### config.mk
export PLATFORM = sky130hd
export DESIGN_NAME = aes_in_loader_flat
export DESIGN_NICKNAME = d
export VERILOG_FILES = /design/src/rtl/aes_ldr_pkg.sv /design/src/rtl/aes_in_loader_if.sv /design/src/rtl/aes_ldr_holdoff.sv /design/src/rtl/aes_in_loader.sv /design/src/flat_wrapper.sv
export SDC_FILE = /design/constraint.sdc
export NUM_CORES = 1
export LEC_CHECK = 0
export CAP_MARGIN = 20
export CELL_PAD_IN_SITES_DETAIL_PLACEMENT = 0
export CELL_PAD_IN_SITES_GLOBAL_PLACEMENT = 2
export CORE_MARGIN = 8
export CORE_UTILIZATION = 31
export DETAILED_ROUTE_END_ITERATION = 8
export PLACE_DENSITY = 0.75
export SETUP_SLACK_MARGIN = 0.05
export SYNTH_ARGS = -nofsm -noshare
export SYNTH_HDL_FRONTEND = slang
export SYNTH_SLANG_ARGS = --single-unit
### constraint.sdc
create_clock -name mclk -period 2.1 [get_ports mclk]
set_clock_uncertainty 0.15 [all_clocks]
set_input_delay 0.42 -clock mclk [delete_from_list [all_inputs] [get_ports mclk]]
set_output_delay 0.42 -clock mclk [all_outputs]
set_load 0.005 [all_outputs]
### src/rtl/aes_ldr_pkg.sv
// Shared types, constants and helpers for the aes_enc input loader.
// Optional build macro: AES_LDR_BYTESWAP_EN (used in aes_in_loader).
package aes_ldr_pkg;

    typedef enum logic [1:0] {
        IDLE    = 2'd0,
        COLLECT = 2'd1,
        ISSUE   = 2'd2
    } ldr_state_e;

    localparam logic [1:0] KLEN_128 = 2'b00;
    localparam logic [1:0] KLEN_192 = 2'b01;
    localparam logic [1:0] KLEN_256 = 2'b10;
    localparam logic [1:0] KLEN_BAD = 2'b11;

    localparam int unsigned WORDS_PT   = 4;
    localparam int unsigned WORDS_K128 = 4;
    localparam int unsigned WORDS_K192 = 6;
    localparam int unsigned WORDS_K256 = 8;

    // Index of the final word of a transaction of the given type/length.
    function automatic logic [2:0] last_idx(input logic sel, input logic [1:0] klen);
        logic [2:0] r;
        r = 3'(WORDS_PT - 1);
        if (sel) begin
            case (klen)
                KLEN_192: r = 3'(WORDS_K192 - 1);
                KLEN_256: r = 3'(WORDS_K256 - 1);
                default:  r = 3'(WORDS_K128 - 1);
            endcase
        end
        return r;
    endfunction

    // Word slot idx sits at the MSB end first: slot 0 is bits [255:224].
    function automatic logic [255:0] put_word256(input logic [255:0] blk,
                                                 input logic [2:0]   idx,
                                                 input logic [31:0]  w);
        logic [255:0] r;
        r = blk;
        for (int i = 0; i < 8; i++) begin
            if (idx == 3'(i)) r[255-32*i -: 32] = w;
        end
        return r;
    endfunction

    // Same layout for the 128-bit plaintext block: slot 0 is bits [127:96].
    function automatic logic [127:0] put_word128(input logic [127:0] blk,
                                                 input logic [2:0]   idx,
                                                 input logic [31:0]  w);
        logic [127:0] r;
        r = blk;
        for (int i = 0; i < 4; i++) begin
            if (idx == 3'(i)) r[127-32*i -: 32] = w;
        end
        return r;
    endfunction

endpackage

### src/rtl/aes_in_loader_if.sv
// Host-side word stream into the aes_enc loader.
// Handshake: a word transfers on a rising clock edge where in_valid=1,
// in_ready=1 and in_flush=0. in_flush is an abort and never transfers data.
interface aes_in_loader_if;
    logic [31:0] in_word;
    logic        in_valid;
    logic        in_ready;
    logic        in_sel;
    logic [1:0]  in_klen;
    logic        in_flush;

    modport master (output in_word, in_valid, in_sel, in_klen, in_flush,
                    input  in_ready);
    modport slave  (input  in_word, in_valid, in_sel, in_klen, in_flush,
                    output in_ready);
endinterface

### src/rtl/aes_ldr_holdoff.sv
// Loadable down-counter that blocks issue for a few cycles after each dv,
// covering the delay before aes_enc raises its busy flags.
module aes_ldr_holdoff #(
    parameter int unsigned HOLDOFF = 2
) (
    input  logic clk,
    input  logic rst_n,
    input  logic load,
    output logic zero
);
    logic [2:0] cnt_q, cnt_d;

    // Next count: reload on issue, otherwise count down and stick at zero.
    always_comb begin
        cnt_d = cnt_q;
        if (load)              cnt_d = 3'(HOLDOFF);
        else if (cnt_q != '0)  cnt_d = cnt_q - 3'd1;
    end

    // Counter register.
    always_ff @(posedge clk or negedge rst_n) begin
        if (!rst_n) cnt_q <= '0;
        else        cnt_q <= cnt_d;
    end

    assign zero = (cnt_q == '0);
endmodule

### src/rtl/aes_in_loader.sv
// Assembles 32-bit host words into aes_enc plaintext blocks and cipher keys,
// and issues them only while the core is idle.
// Build option: AES_LDR_BYTESWAP_EN byte-reverses each accepted word.
module aes_in_loader
    import aes_ldr_pkg::*;
#(
    parameter int unsigned HOLDOFF = 2
) (
    input  logic             mclk,
    input  logic             arst_n,
    aes_in_loader_if.slave   in_if,
    input  logic             busy_enc,
    input  logic             busy_exp,
    output logic [127:0]     plaintext,
    output logic [255:0]     cipherkey,
    output logic             plaintext_dv,
    output logic             cipherkey_dv,
    output logic             keylength128,
    output logic             keylength192,
    output logic             keylength256,
    output logic             key_loaded,
    output logic             err,
    output ldr_state_e       dbg_state
);
    ldr_state_e   state_q, state_d;
    logic [2:0]   idx_q, idx_d;
    logic         sel_q, sel_d;
    logic [1:0]   klen_q, klen_d;
    logic [127:0] pt_q, pt_d;
    logic [255:0] ck_q, ck_d;
    logic         pt_dv_q, pt_dv_d;
    logic         ck_dv_q, ck_dv_d;
    logic [2:0]   kl_oh_q, kl_oh_d;   // {256, 192, 128}
    logic         key_loaded_q, key_loaded_d;
    logic         err_q, err_d;
    logic         ho_load, ho_zero;
    logic [31:0]  word_in;

`ifdef AES_LDR_BYTESWAP_EN
    assign word_in = {in_if.in_word[7:0],   in_if.in_word[15:8],
                      in_if.in_word[23:16], in_if.in_word[31:24]};
`else
    assign word_in = in_if.in_word;
`endif

    aes_ldr_holdoff #(.HOLDOFF(HOLDOFF)) u_holdoff (
        .clk   (mclk),
        .rst_n (arst_n),
        .load  (ho_load),
        .zero  (ho_zero)
    );

    // Next-state and datapath: collect words, then wait for an idle core.
    always_comb begin
        state_d      = state_q;
        idx_d        = idx_q;
        sel_d        = sel_q;
        klen_d       = klen_q;
        pt_d         = pt_q;
        ck_d         = ck_q;
        pt_dv_d      = 1'b0;
        ck_dv_d      = 1'b0;
        kl_oh_d      = kl_oh_q;
        key_loaded_d = key_loaded_q;
        err_d        = 1'b0;
        ho_load      = 1'b0;
        case (state_q)
            IDLE: begin
                if (in_if.in_valid && !in_if.in_flush) begin
                    if (in_if.in_sel && in_if.in_klen == KLEN_BAD) begin
                        err_d = 1'b1;
                    end else begin
                        sel_d   = in_if.in_sel;
                        klen_d  = in_if.in_klen;
                        idx_d   = 3'd1;
                        state_d = COLLECT;
                        // A new key starts from zero so a short key leaves a zero tail.
                        if (in_if.in_sel) ck_d = put_word256('0, 3'd0, word_in);
                        else              pt_d = put_word128(pt_q, 3'd0, word_in);
                        if (last_idx(in_if.in_sel, in_if.in_klen) == 3'd0) begin
                            idx_d   = 3'd0;
                            state_d = ISSUE;
                        end
                    end
                end
            end
            COLLECT: begin
                if (in_if.in_flush) begin
                    idx_d   = 3'd0;
                    state_d = IDLE;
                end else if (in_if.in_valid) begin
                    if (sel_q) ck_d = put_word256(ck_q, idx_q, word_in);
                    else       pt_d = put_word128(pt_q, idx_q, word_in);
                    if (idx_q == last_idx(sel_q, klen_q)) begin
                        idx_d   = 3'd0;
                        state_d = ISSUE;
                    end else begin
                        idx_d = idx_q + 3'd1;
                    end
                end
            end
            ISSUE: begin
                // Flush is deliberately ignored here; the pending issue completes.
                if (!busy_enc && !busy_exp && ho_zero) begin
                    ho_load = 1'b1;
                    state_d = IDLE;
                    if (sel_q) begin
                        ck_dv_d      = 1'b1;
                        key_loaded_d = 1'b1;
                        kl_oh_d      = 3'b001 << klen_q;
                    end else if (key_loaded_q) begin
                        pt_dv_d = 1'b1;
                    end else begin
                        err_d = 1'b1;   // no key yet: drop the block
                    end
                end
            end
            default: state_d = IDLE;
        endcase
    end

    // State and output registers.
    always_ff @(posedge mclk or negedge arst_n) begin
        if (!arst_n) begin
            state_q      <= IDLE;
            idx_q        <= '0;
            sel_q        <= 1'b0;
            klen_q       <= KLEN_128;
            pt_q         <= '0;
            ck_q         <= '0;
            pt_dv_q      <= 1'b0;
            ck_dv_q      <= 1'b0;
            kl_oh_q      <= 3'b001;
            key_loaded_q <= 1'b0;
            err_q        <= 1'b0;
        end else begin
            state_q      <= state_d;
            idx_q        <= idx_d;
            sel_q        <= sel_d;
            klen_q       <= klen_d;
            pt_q         <= pt_d;
            ck_q         <= ck_d;
            pt_dv_q      <= pt_dv_d;
            ck_dv_q      <= ck_dv_d;
            kl_oh_q      <= kl_oh_d;
            key_loaded_q <= key_loaded_d;
            err_q        <= err_d;
        end
    end

    assign in_if.in_ready = (state_q != ISSUE);
    assign plaintext      = pt_q;
    assign cipherkey      = ck_q;
    assign plaintext_dv   = pt_dv_q;
    assign cipherkey_dv   = ck_dv_q;
    assign keylength128   = kl_oh_q[0];
    assign keylength192   = kl_oh_q[1];
    assign keylength256   = kl_oh_q[2];
    assign key_loaded     = key_loaded_q;
    assign err            = err_q;
    assign dbg_state      = state_q;
endmodule
### src/flat_wrapper.sv
// flat-port wrapper written by rule: the top's interface ports become plain ports
module aes_in_loader_flat import aes_ldr_pkg::*;
#(
    parameter int unsigned HOLDOFF = 2
)
  (mclk, arst_n, busy_enc, busy_exp, plaintext, cipherkey, plaintext_dv, cipherkey_dv, keylength128, keylength192, keylength256, key_loaded, err, dbg_state, in_if_in_word, in_if_in_valid, in_if_in_sel, in_if_in_klen, in_if_in_flush, in_if_in_ready);
  aes_in_loader_if in_if_i ();
  input  logic mclk;
  input  logic arst_n;
  input  logic busy_enc;
  input  logic busy_exp;
  output logic [127:0] plaintext;
  output logic [255:0] cipherkey;
  output logic plaintext_dv;
  output logic cipherkey_dv;
  output logic keylength128;
  output logic keylength192;
  output logic keylength256;
  output logic key_loaded;
  output logic err;
  output ldr_state_e dbg_state;
  input wire logic [$bits(in_if_i.in_word)-1:0] in_if_in_word;
  input wire logic [$bits(in_if_i.in_valid)-1:0] in_if_in_valid;
  input wire logic [$bits(in_if_i.in_sel)-1:0] in_if_in_sel;
  input wire logic [$bits(in_if_i.in_klen)-1:0] in_if_in_klen;
  input wire logic [$bits(in_if_i.in_flush)-1:0] in_if_in_flush;
  output wire logic [$bits(in_if_i.in_ready)-1:0] in_if_in_ready;
  assign in_if_i.in_word = in_if_in_word;
  assign in_if_i.in_valid = in_if_in_valid;
  assign in_if_i.in_sel = in_if_in_sel;
  assign in_if_i.in_klen = in_if_in_klen;
  assign in_if_i.in_flush = in_if_in_flush;
  assign in_if_in_ready = in_if_i.in_ready;
  aes_in_loader #(.HOLDOFF(HOLDOFF)) u_core (.mclk(mclk), .arst_n(arst_n), .in_if(in_if_i), .busy_enc(busy_enc), .busy_exp(busy_exp), .plaintext(plaintext), .cipherkey(cipherkey), .plaintext_dv(plaintext_dv), .cipherkey_dv(cipherkey_dv), .keylength128(keylength128), .keylength192(keylength192), .keylength256(keylength256), .key_loaded(key_loaded), .err(err), .dbg_state(dbg_state));
endmodule
==> results of run 1 <==
## power by group
group          internal [W]  switching (W)  total (W)
clock network       0.00487        0.00329    0.00816
logic               0.00723        0.00372     0.0109
registers            0.0102        0.00147     0.0116
## final timing paths
check                                          start                   endpoint  slack, ns
setup / recovery                 u_core.dbg_state[1]      u_core.cipherkey[126]      -0.16
hold / removal                                arst_n      u_core.cipherkey[183]       0.24
setup reg to reg                 u_core.dbg_state[1]      u_core.cipherkey[126]      -0.16
hold reg to reg            u_core.u_holdoff.cnt_q[0]  u_core.u_holdoff.cnt_q[0]       0.33
max in group asynchronous                     arst_n       u_core.plaintext[39]       0.75
min in group mclk                     in_if_in_flush            u_core.idx_q[0]       0.31
## metrics by stage
stage	util, %	power (W)	instance area, µm²	hold WS (ns)	worst slack (ns)
after floorplan	-	0.0151	16500	-0.0256	0.0335
after global placement	43.0	0.0220	22500	0.232	-0.690
after global routing	50.4	0.0322	26400	0.257	-0.220
after detailed placement	43.0	0.0221	22500	0.245	-0.661
after CTS	47.5	0.0308	24900	0.221	-0.0850
final	50.4	0.0307	26400	0.240	-0.162
## layer usage
metal / global-route usage, % / vias to the layer above / part of all wire [%]
met5: 0 / - / 0.021
met4: 4.53 / 2 / 2.1
met1: 23.1 / 5663 / 42
met2: 29.6 / 347 / 48
met3: 6.15 / 76 / 8.1
li1: - / 4702 / -
## final cells by class
type,count,area (µm²)
tap,688,861
clock buffer,75,1420
multi-input combinational,503,6390
timing repair buffer,640,7550
sequential,402,10100
clock inverter,8,124
fill,4402,26000
inverter,10,37.5
## critical path: stages, from the launching register on
cell	delay, ns
sky130_fd_sc_hd__dfrtp_2	0.41
sky130_fd_sc_hd__buf_6	0.15
sky130_fd_sc_hd__nor2b_4	0.19
sky130_fd_sc_hd__buf_4	0.15
sky130_fd_sc_hd__buf_4	0.11
sky130_fd_sc_hd__nand4_1	0.12
sky130_fd_sc_hd__a21o_4	0.31
sky130_fd_sc_hd__clkbuf_16	0.21
sky130_fd_sc_hd__mux2_1	0.31
## state kept, by name, summed over array words and instances (netlist names)
register / cells
u_core.sel_q: 1
u_core.plaintext_dv: 1
u_core.key_loaded: 1
u_core.klen_q: 2
u_core.kl_oh_q: 3
u_core.err: 1
u_core.dbg_state: 2
u_core.cipherkey_dv: 1
u_core.idx_q: 3
u_core.cipherkey: 256
u_core.u_holdoff.cnt_q: 3
u_core.plaintext: 128
## timing repair
item,in CTS,in global routing
resized for setup,96,306
gates cloned,12,24
setup endpoints to repair,606,703
hold endpoints to repair,27,0
hold buffers,1,0
pin swaps,8,5
setup buffers,29,25
## cell families (layout without fill, tap and decap cells)
| family | after synthesis | after routing | synth area share (%) |
|---|---|---|---|
| flops | 402 | 402 | 61.3 |
| mux | 392 | 392 | 30.5 |
| simple gates | 72 | 72 | 2.81 |
| buf+inv | 56 | 733 | 2.65 |
| compound gates | 26 | 26 | 1.77 |
| fa+ha+maj | 12 | 12 | 0.914 |
| xor+xnor | 1 | 1 | 0.0533 |
## cell usage in the layout (no fill, tap or decap), drive strengths merged, types with 4 or more instances in the layout
master	Yosys	final
inv	10	11
nand2	12	12
dlymetal6s2s	0	204
nor2	4	4
clkinv	0	5
buf	41	188
a21oi	4	4
nand4	7	7
ha	12	12
clkdlybuf4s50	0	211
clkbuf	5	94
a21o	5	5
dfrtp	401	401
and2	32	32
dlygate4sd2	0	17
nor2b	4	4
mux2	391	391
==> impl.org, run 1 <==
** Status
- The run finished, with violations left.
- Failing checks :: setup timing

** Logic synthesis
- After synthesis the cells add up to 16400 µm².
- Top post-synthesis cells by count :: sky130_fd_sc_hd__dfrtp_1, sky130_fd_sc_hd__mux2_2, sky130_fd_sc_hd__mux2_4, sky130_fd_sc_hd__and2_0, sky130_fd_sc_hd__buf_6
- During synthesis, Yosys emitted a total of 0 warnings.
- Post-Syn Instances :: 961
- Dividing the synthesized area by the synthesized cell count gives 17.1 µm².
- Proportion of register bits with asynchronous set or reset after synthesis :: 100%
- Summed over all instances, the cell type with the most area after synthesis is sky130_fd_sc_hd__dfrtp_1.
- Yosys attributes the largest share of cell area to sky130_fd_sc_hd__dfrtp_1, sky130_fd_sc_hd__mux2_2, sky130_fd_sc_hd__mux2_4.
- Cell with the most instances after synthesis :: sky130_fd_sc_hd__dfrtp_1
- Synthesis inferred 402 register bits.
- Sequential area share after synthesis :: 61.3%
- Most used flip-flop cell after synthesis :: sky130_fd_sc_hd__dfrtp_1
- Post-synth cell types :: 43
- The number of nets handed over by synthesis was 1014.
- Counting flops with a built-in enable in the synthesized netlist gives 0.
- Synth top area share :: 61.1%

** Floorplanning
- Die outline width :: 246 µm
- The floorplan step defined a die boundary enclosing 60600 µm².
- The floorplan has 84 rows.
- From bottom edge to top edge, the die measures 246 µm.
- In this run the count of I/O pins placed on the die edge is 435.
- The initial utilization of the core area, before any placement, comes to 31.3%.
- Core Region :: 52400 µm²

** Routing
- Using the TritonRoute via totals, the vias-per-cell ratio works out to 4.64.
- In the final routed layout, each cell accounts on average for 26.9 µm.
- For this run, design rule violations remaining after detail routing come to 0.
- The final layout contains routed wiring with a total length of 62.5 mm.
- Length of the first detailed-routing pass in iterations :: 4
- The count of nets left with antenna violations once routing finished came out at 0.
- After the first detailed-routing iteration, the DRC count stood at 519.
- Total via count in the routed design :: 10800

** STA
- Worst slew margin relative to its limit :: 59.9%
- Min cycle time layout :: 2.26 ns
- Across all setup checks in the final design, the least slack found is -0.162 ns.
- The count of endpoints failing hold in the final timing report was 0.
- Derived from the worst setup path, the maximum achievable clock frequency is 442 MHz.
- Total of endpoints with negative setup slack in the final report :: 317
- Part of the cycle the worst path needs :: 108%
- Aggregate negative setup slack :: -25.04 ns
- At the pin with the least slew margin, the transition time is 0.601 ns.
- Unrepaired setup endpoints after global routing :: yes
- Count of final max-slew check failures :: 0

** Clock tree
- CTS tree :: yes
- Largest buffer count on any clock path :: 3
- Counting the buffers created by CTS gives 45.
- CTS sink cnt :: 402
- The H-tree generated during clock tree synthesis spans 2 levels.
- Clock-pin slew was measured on the worst setup and hold paths at 0.06 ns.
- Library cell used as clock root buffer :: sky130_fd_sc_hd__clkbuf_16
- Clock insertion delay at the later pin of the skew report :: 0.56 ns

** Setup path
- Worst-path maximum fanout :: 5
- The worst register-to-register path has a depth of 8.
- Critical Path AT :: 2.55 ns
- The critical path in this run is classified as register to register.
- STA classifies the critical path endpoint as a register.
- At the worst endpoint, the required time is 2.39 ns.
- CP startpoint kind :: register

** Power and ir drop
- Dividing total power by cell area gives a power density of 1160 nW/µm².
- Static Leakage :: 15.3 nW
- IR analysis of the VDD net gives a maximum drop of 582 µV.

** Global routing
- Via count of the first global-routing pass :: 11600
- Global-route usage over all layers :: 18.2%
- The first global-routing pass estimated 82.9 mm of wire.
- Entering global routing, the biggest net connects 73 pins.
- Summed over all layers, the global routing overflow is 0.
- Antenna violations before repair :: 1

** Min path
- Kind of path behind the tightest hold check :: primary input to asynchronous set/reset pin

** Finish
- After the flow finishes, the layout carries non-filler instances totaling 2326.
- Synthesis-to-finish area growth :: 61.1%
- Total inserted antenna cells :: 0
- Proportion of layout cells with a drive suffix above 1 :: 42.6%
- Final net count :: 1655

** Placed design
- The wire-length estimate of the detail-placed layout is 39.5 mm.
- The congestion estimate from routability-driven global placement came to 0.802.
- # placed instances :: 2156
- The count of buffers added on input and output ports is 434.

** Flow run
- Max-Cap Viols :: 0
(Power assumes the default switching activity.)
==> run 2: changes to the inputs <==
--- a/config.mk
+++ b/config.mk
@@ -13,6 +13,7 @@
 export DETAILED_ROUTE_END_ITERATION = 8
 export PLACE_DENSITY = 0.75
 export SETUP_SLACK_MARGIN = 0.05
+export SKIP_LAST_GASP = 1
 export SYNTH_ARGS = -nofsm -noshare
 export SYNTH_HDL_FRONTEND = slang
 export SYNTH_SLANG_ARGS = --single-unit
==> impl.org, run 2 (synthesized netlist as in run 1, its figures left out) <==
** Routing
- Total via count in the routed design :: 10800
- DRC viols :: 0
- Once detail routing completed, the nets flagged for antenna violations numbered 0.
- Final wirelength :: 61.6 mm
- In this run, the number of DRC markers left after iteration 0 of detailed routing was 454.
- Drt via density :: 4.65
- The pre-antenna-repair detailed-routing pass consisted of 5 iterations.
- After detailed routing, the average wire length per cell comes to 26.5 µm.

** Global routing
- Largest net degree at the start of global routing :: 73
- After global routing the overflow that remains totals 0.
- The first global-routing pass estimated 82.8 mm of wire.
- Global routing used 18.2% of the available tracks.
- The number of antenna violations at the first check in global routing came to 1.
- The number of global-route vias before repair is 11500.

** Floorplanning
- Core Region :: 52400 µm²
- Number of I/O pins :: 435
- Die height :: 246 µm
- Starting density of the core :: 31.3%
- Overall die area :: 60600 µm²
- The floorplan step set the die width to 246 µm.
- The initialized floorplan defines 84 standard-cell rows.

** STA
- Count of final max-slew check failures :: 0
- Total of endpoints with negative setup slack in the final report :: 301
- Setup slack on the critical path of the routed design comes to -0.128 ns.
- Part of the cycle the worst path needs :: 106%
- Setup repair after global routing could not meet its margin everywhere.
- F_max :: 449 MHz
- For the finished layout, the period the worst path requires is 2.23 ns.
- The worst pin sits at a relative slew slack of 60.8%.
- At the pin with the least slew margin, the transition time is 0.588 ns.
- Final hold violation count :: 0

** Power and ir drop
- VDD IR max :: 582 µV
- Dividing total power by cell area gives a power density of 1160 nW/µm².
- The analysis attributes to cell leakage a power of 16.0 nW.
- Total power of the final layout :: 0.0306 W

** Setup path
- CP startpoint kind :: register
- Critical path capture point :: u_core.cipherkey[140]
- Flop2flop setup slack :: -0.13 ns
- FF-to-FF path depth :: 7
- The worst register-to-register path begins at u_core.dbg_state[1].
- Worst-path maximum fanout :: 6
- STA puts the critical path data arrival time at 2.52 ns.
- Kind of end point of the critical path :: register
- The setup path with the least slack is of type register to register.
- Reg-to-reg critical path endpoint :: u_core.cipherkey[140]
- Crit path launch :: u_core.dbg_state[1]
- Required arrival time at the worst endpoint :: 2.39 ns

** Finish
- Flip-flop count of the largest register after layout :: 256
- Most frequent cells in the layout :: sky130_fd_sc_hd__dfrtp_1, sky130_fd_sc_hd__dlymetal6s2s_1, sky130_fd_sc_hd__mux2_4, sky130_fd_sc_hd__clkdlybuf4s50_1, sky130_fd_sc_hd__mux2_2
- 0 antenna diodes ended up in the layout.
- After routing the design area is 26400 µm².
- Number of fill cells :: 4409
- Proportion of layout cells with a drive suffix above 1 :: 42.6%
- From synthesis to final layout, the design area changed by 61.0%.
- For this run, the share of the core covered by cells in the final layout is 50.4%.
- In the final design database the tool counted 1655 nets.
- Most common cell after layout, fill and taps aside :: sky130_fd_sc_hd__dfrtp_1

** Status
- The checks that failed: setup timing.
- Outcome :: finished with violations

** Clock tree
- Counting every sink on the clock net gives 402.
- Clock edge transition at the registers on the reported setup and hold paths :: 0.06 ns
- The H-tree was split into 2 levels.
- Largest buffer count on any clock path :: 3
- Clock insertion delay at the later pin of the skew report :: 0.57 ns
- TritonCTS built the clock tree.
- Total CTS buffers :: 45
- Library cell used as clock root buffer :: sky130_fd_sc_hd__clkbuf_16

** Placed design
- Routability cong. :: 0.802
- Detailed placement finished with a half-perimeter wire length of 39.5 mm.
- Before CTS, the worst setup slack after placement is -0.661 ns.
- Cell area after placement :: 22500 µm²
- Port Buffers :: 434

** Min path
- Kind of path behind the tightest hold check :: primary input to asynchronous set/reset pin

** Flow run
- Max-Cap Viols :: 0
run 2: changes by cell type in the layout (fill, tap and decap cells not counted), sizes merged:
| cell | before | now |
|---|---|---|
| dlygate4sd2 | 17 | 3 |
| dlymetal6s2s | 204 | 255 |
| clkdlybuf4s50 | 211 | 174 |
| buf | 188 | 191 |
| clkbuf | 94 | 91 |
run 2: through the flow:
stage	hold slack [ns]	setup TNS, ns	instances
2_1_floorplan	-0.0256	0	961
5_1_grt	0.253	-39.41	2326
6_report	0.236	-21.18	2326
3_3_place_gp	0.232	-191.55	2156
3_5_place_dp	0.245	-196.30	2156
4_1_cts	0.221	-9.97	2281
run 2: critical path, stage by stage, from the launching register on:
cell                        delay (ns)
sky130_fd_sc_hd__dfrtp_2          0.41
sky130_fd_sc_hd__buf_6            0.14
sky130_fd_sc_hd__nor2_4           0.11
sky130_fd_sc_hd__buf_4            0.15
sky130_fd_sc_hd__nand4_1          0.23
sky130_fd_sc_hd__a21o_4           0.38
sky130_fd_sc_hd__clkbuf_16        0.22
sky130_fd_sc_hd__mux2_4           0.30
run 2: how the worst min path moves through the flow:
stage | start | end
after detailed placement | arst_n | u_core.cipherkey[219]
final | arst_n | u_core.cipherkey[59]
after global placement | arst_n | u_core.cipherkey[155]
after global routing | arst_n | u_core.cipherkey[155]
after floorplan | arst_n | u_core.cipherkey[0]
after CTS | arst_n | u_core.cipherkey[155]
run 2: repair_timing:
action                                 in CTS  in global routing
cloned                                     12                 21
setup endpoints to repair                 606                717
resized for setup                          66                348
hold buffers                                1                  0
endpoints found under the hold margin      27                  0
buffers inserted                           29                 28
pin swaps                                   8                  5
run 2: routing by layer:
metal / up-vias / GRT usage [%] / wire [µm]
li1: 4711 / - / -
met1: 5669 / 23.1 / 26200
met2: 351 / 29.6 / 29400
met3: 77 / 6.19 / 4770
met4: 2 / 4.58 / 1260
met5: - / 0 / 13
run 2: cell type report:
cell class	instances	area, µm²	share of cell area, %
flip-flops and latches	402	10100	38.1
repair buffers	640	7620	28.8
inverters	10	37.5	0.142
well taps	688	861	3.26
clock inverters	8	124	0.469
clock buffers	75	1420	5.37
multi-input cells	503	6310	23.9
run 2: power breakdown:
part	total, W	internal, W	switching, W	leakage, nW
logic	0.0109	0.00715	0.00372	9.91
registers	0.0116	0.0102	0.00145	5.29
clock network	0.00817	0.00487	0.00330	0.758
==> run 3: changes to the inputs <==
--- a/config.mk
+++ b/config.mk
@@ -9,9 +9,10 @@
 export CELL_PAD_IN_SITES_DETAIL_PLACEMENT = 0
 export CELL_PAD_IN_SITES_GLOBAL_PLACEMENT = 2
 export CORE_MARGIN = 8
-export CORE_UTILIZATION = 31
+export CORE_UTILIZATION = 40
 export DETAILED_ROUTE_END_ITERATION = 8
-export PLACE_DENSITY = 0.75
+export DONT_BUFFER_PORTS = 1
+export PLACE_DENSITY = 0.73
 export SETUP_SLACK_MARGIN = 0.05
 export SKIP_LAST_GASP = 1
 export SYNTH_ARGS = -nofsm -noshare
==> impl.org, run 3 (synthesized netlist as in run 1, its figures left out) <==
** Finish
- After routing the design area is 20300 µm².
- The register with the most flip-flops in the layout has 256 of them.
- The library cell used most frequently in the layout, excluding fill and tap cells, is sky130_fd_sc_hd__dfrtp_1.
- Most frequent cells in the layout :: sky130_fd_sc_hd__dfrtp_1, sky130_fd_sc_hd__mux2_4, sky130_fd_sc_hd__mux2_2, sky130_fd_sc_hd__clkbuf_16, sky130_fd_sc_hd__dlygate4sd3_1
- Synthesis-to-finish area growth :: 23.4%
- Once layout is complete, the utilization of the core stands at 49.8%.
- Final net count :: 1136
- The post-route netlist has 52.2% of its cells at a drive strength greater than 1.

** Setup path
- STA classifies the critical path endpoint as a register.
- Along the worst path, the maximum fanout reaches 10.
- For the worst setup path, the data arrival time is 2.39 ns.
- Required arrival time at the worst endpoint :: 2.38 ns
- CP startpoint kind :: register
- Worst setup path class :: register to register
- The critical path starts at u_core.dbg_state[1].
- Origin of the critical flop-to-flop path :: u_core.dbg_state[1]

** STA
- Final worst-path setup slack :: -0.0102 ns
- Part of the cycle the worst path needs :: 100%
- Measured slew at the worst slew-check pin :: 0.903 ns
- In the final timing run, aggregate negative setup slack is -0.0456 ns.
- On the final layout, the worst hold slack is -0.564 ns.
- Min cycle time layout :: 2.11 ns
- Count of final max-slew check failures :: 0
- Unrepaired setup endpoints after global routing :: yes
- The count of endpoints failing hold in the final timing report is 402.
- Measured against its own limit, the worst slew margin works out to 39.8%.
- Setup violations remaining at the end of the flow were counted as 9.
- F_max :: 474 MHz

** Global routing
- Overflow after GRT :: 0
- M2 GR Usage :: 32.3%
- Via count of the first global-routing pass :: 9161
- The number of antenna violations at the first check in global routing came to 1.
- Wire length of the first global-routing pass :: 69.5 mm
- GRT Max-Usage Layer :: met2
- In the global route stage, overall resource usage came out at 19.8%.
- In the global route stage, met3 resource usage came out at 8.65%.
- Global routing consumed, on the met1 layer, 23.4% of the routing resources.
- Largest net degree at the start of global routing :: 403

** Routing
- The first detailed-routing pass took 5 iterations.
- After detailed routing, the total wire length is 51.3 mm.
- The detailed router placed 8777 vias in this run.
- Dividing the detail-routed wire length by the instance count gives 31.1 µm.
- Dividing the detail-routed via count by the number of cells gives 5.32.
- Residual antenna-violating net count after detailed routing :: 0
- DRC viols :: 0
- Initial drt markers :: 588

** Power and ir drop
- The completed layout was analyzed and its total power is 0.0256 W.
- Across the VDD grid, the largest voltage drop is 773 µV.
- Cell internal power dissipation :: 0.0183 W
- Clock share of power :: 31.9%
- Static Leakage :: 9.79 nW
- Sequential share of power :: 50.1%
- Switching fraction of total power :: 28.4%
- Power per Cell Area :: 1260 nW/µm²
- Per report_power, the combinational group accounts for 18.0% of the total.
- In this run the power spent charging and discharging nets is 0.00727 W.

** Clock tree
- Total of hold buffers inserted after clock tree synthesis :: 37
- Clock insertion delay at the later pin of the skew report :: 0.55 ns
- TritonCTS built the clock tree.
- Total CTS buffers :: 43
- Clock edge transition at the registers on the reported setup and hold paths :: 0.06 ns
- The root buffer cell chosen for the clock tree is sky130_fd_sc_hd__clkbuf_16.
- Max H-tree Level :: 2
- Largest buffer count on any clock path :: 3
- The clock drives 402 sinks.

** Floorplanning
- Core Region :: 40600 µm²
- The floorplan step defined a die boundary enclosing 47800 µm².
- Core Rows :: 74
- The die is 219 µm tall.
- Number of I/O pins :: 435
- The die is 219 µm wide.
- Starting density of the core :: 40.4%

** Placed design
- Cell area after placement :: 17400 µm²
- Hpwl dp :: 32.7 mm
- Port buffering added 0 buffers.
- Routability cong. :: 0.780

** Min path
- The min-delay analysis places its worst path in the category primary input to asynchronous set/reset pin.

** Status
- The flow ran to the end, but the final reports show violations.
- The checks that failed: hold timing, setup timing.

** Flow run
- Max-cap violations in this run came to 0.
run 3: cell count changes in the layout (fill, tap and decap cells not counted), sizes merged, moves of 4 or more:
cell,delta
dlygate4sd3,+36
clkinv,+6
dlymetal6s2s,-255
bufinv,+4
clkbuf,-21
clkdlybuf4s50,-174
buf,-115
run 3: stage by stage:
stage | setup slack [ns] | std cells
after floorplan | 0.0335 | 961
after global placement | -0.00696 | 1498
after detailed placement | -0.0358 | 1498
after CTS | -0.000844 | 1628
after global routing | -0.0938 | 1651
final | -0.0102 | 1651
run 3: final timing paths:
kind / slack, ns / depth (start not counted) / end
worst max-delay path: -0.01 / 7 / u_core.cipherkey[196]
worst min-delay path: -0.56 / 0 / u_core.cipherkey_dv
worst max register to register: -0.01 / 7 / u_core.cipherkey[196]
worst min register to register: 0.34 / 1 / u_core.u_holdoff.cnt_q[0]
max in group asynchronous: 1.64 / 0 / u_core.cipherkey[175]
min in group mclk: 0.01 / 3 / u_core.idx_q[2]
run 3: cell type report:
type                            instances  area, µm²
Clock buffer                           60       1290
Multi-Input combinational cell        503       6250
Antenna cell                            2       5.00
Fill cell                            3363      20400
Sequential cell                       402      10100
Clock inverter                         19        250
Tap cell                              532        666
Inverter                               10       37.5
Timing Repair Buffer                  123       1690
run 3: what timing repair did:
action                                 in CTS  in global routing
pin swaps                                   7                 11
buffers inserted                           10                  9
endpoints found under the hold margin     568                402
gates resized for setup                    23                100
setup endpoints to repair                 258                373
gates cloned                                4                 12
run 3: critical path: stages, from the launching register on:
cell,delay (ns)
sky130_fd_sc_hd__dfrtp_2,0.46
sky130_fd_sc_hd__nor2_4,0.17
sky130_fd_sc_hd__nand4b_4,0.16
sky130_fd_sc_hd__buf_12,0.19
sky130_fd_sc_hd__a21oi_4,0.17
sky130_fd_sc_hd__buf_6,0.17
sky130_fd_sc_hd__buf_6,0.20
sky130_fd_sc_hd__mux2_4,0.32
run 3: power by group through the flow:
stage | combinational (W) | clock (W) | sequential, W
3_5_place_dp | 0.00413 | 0 | 0.0130
3_3_place_gp | 0.00397 | 0 | 0.0130
4_1_cts | 0.00438 | 0.00833 | 0.0129
5_1_grt | 0.00493 | 0.00865 | 0.0131
6_report | 0.00460 | 0.00816 | 0.0128
2_1_floorplan | 0.00348 | 0 | 0.0117
run 3: routing by layer:
metal,wire [µm],share of wire (%)
met4,1210,2.3
met1,19700,38
met5,0,0
met3,5120,10
met2,25300,49
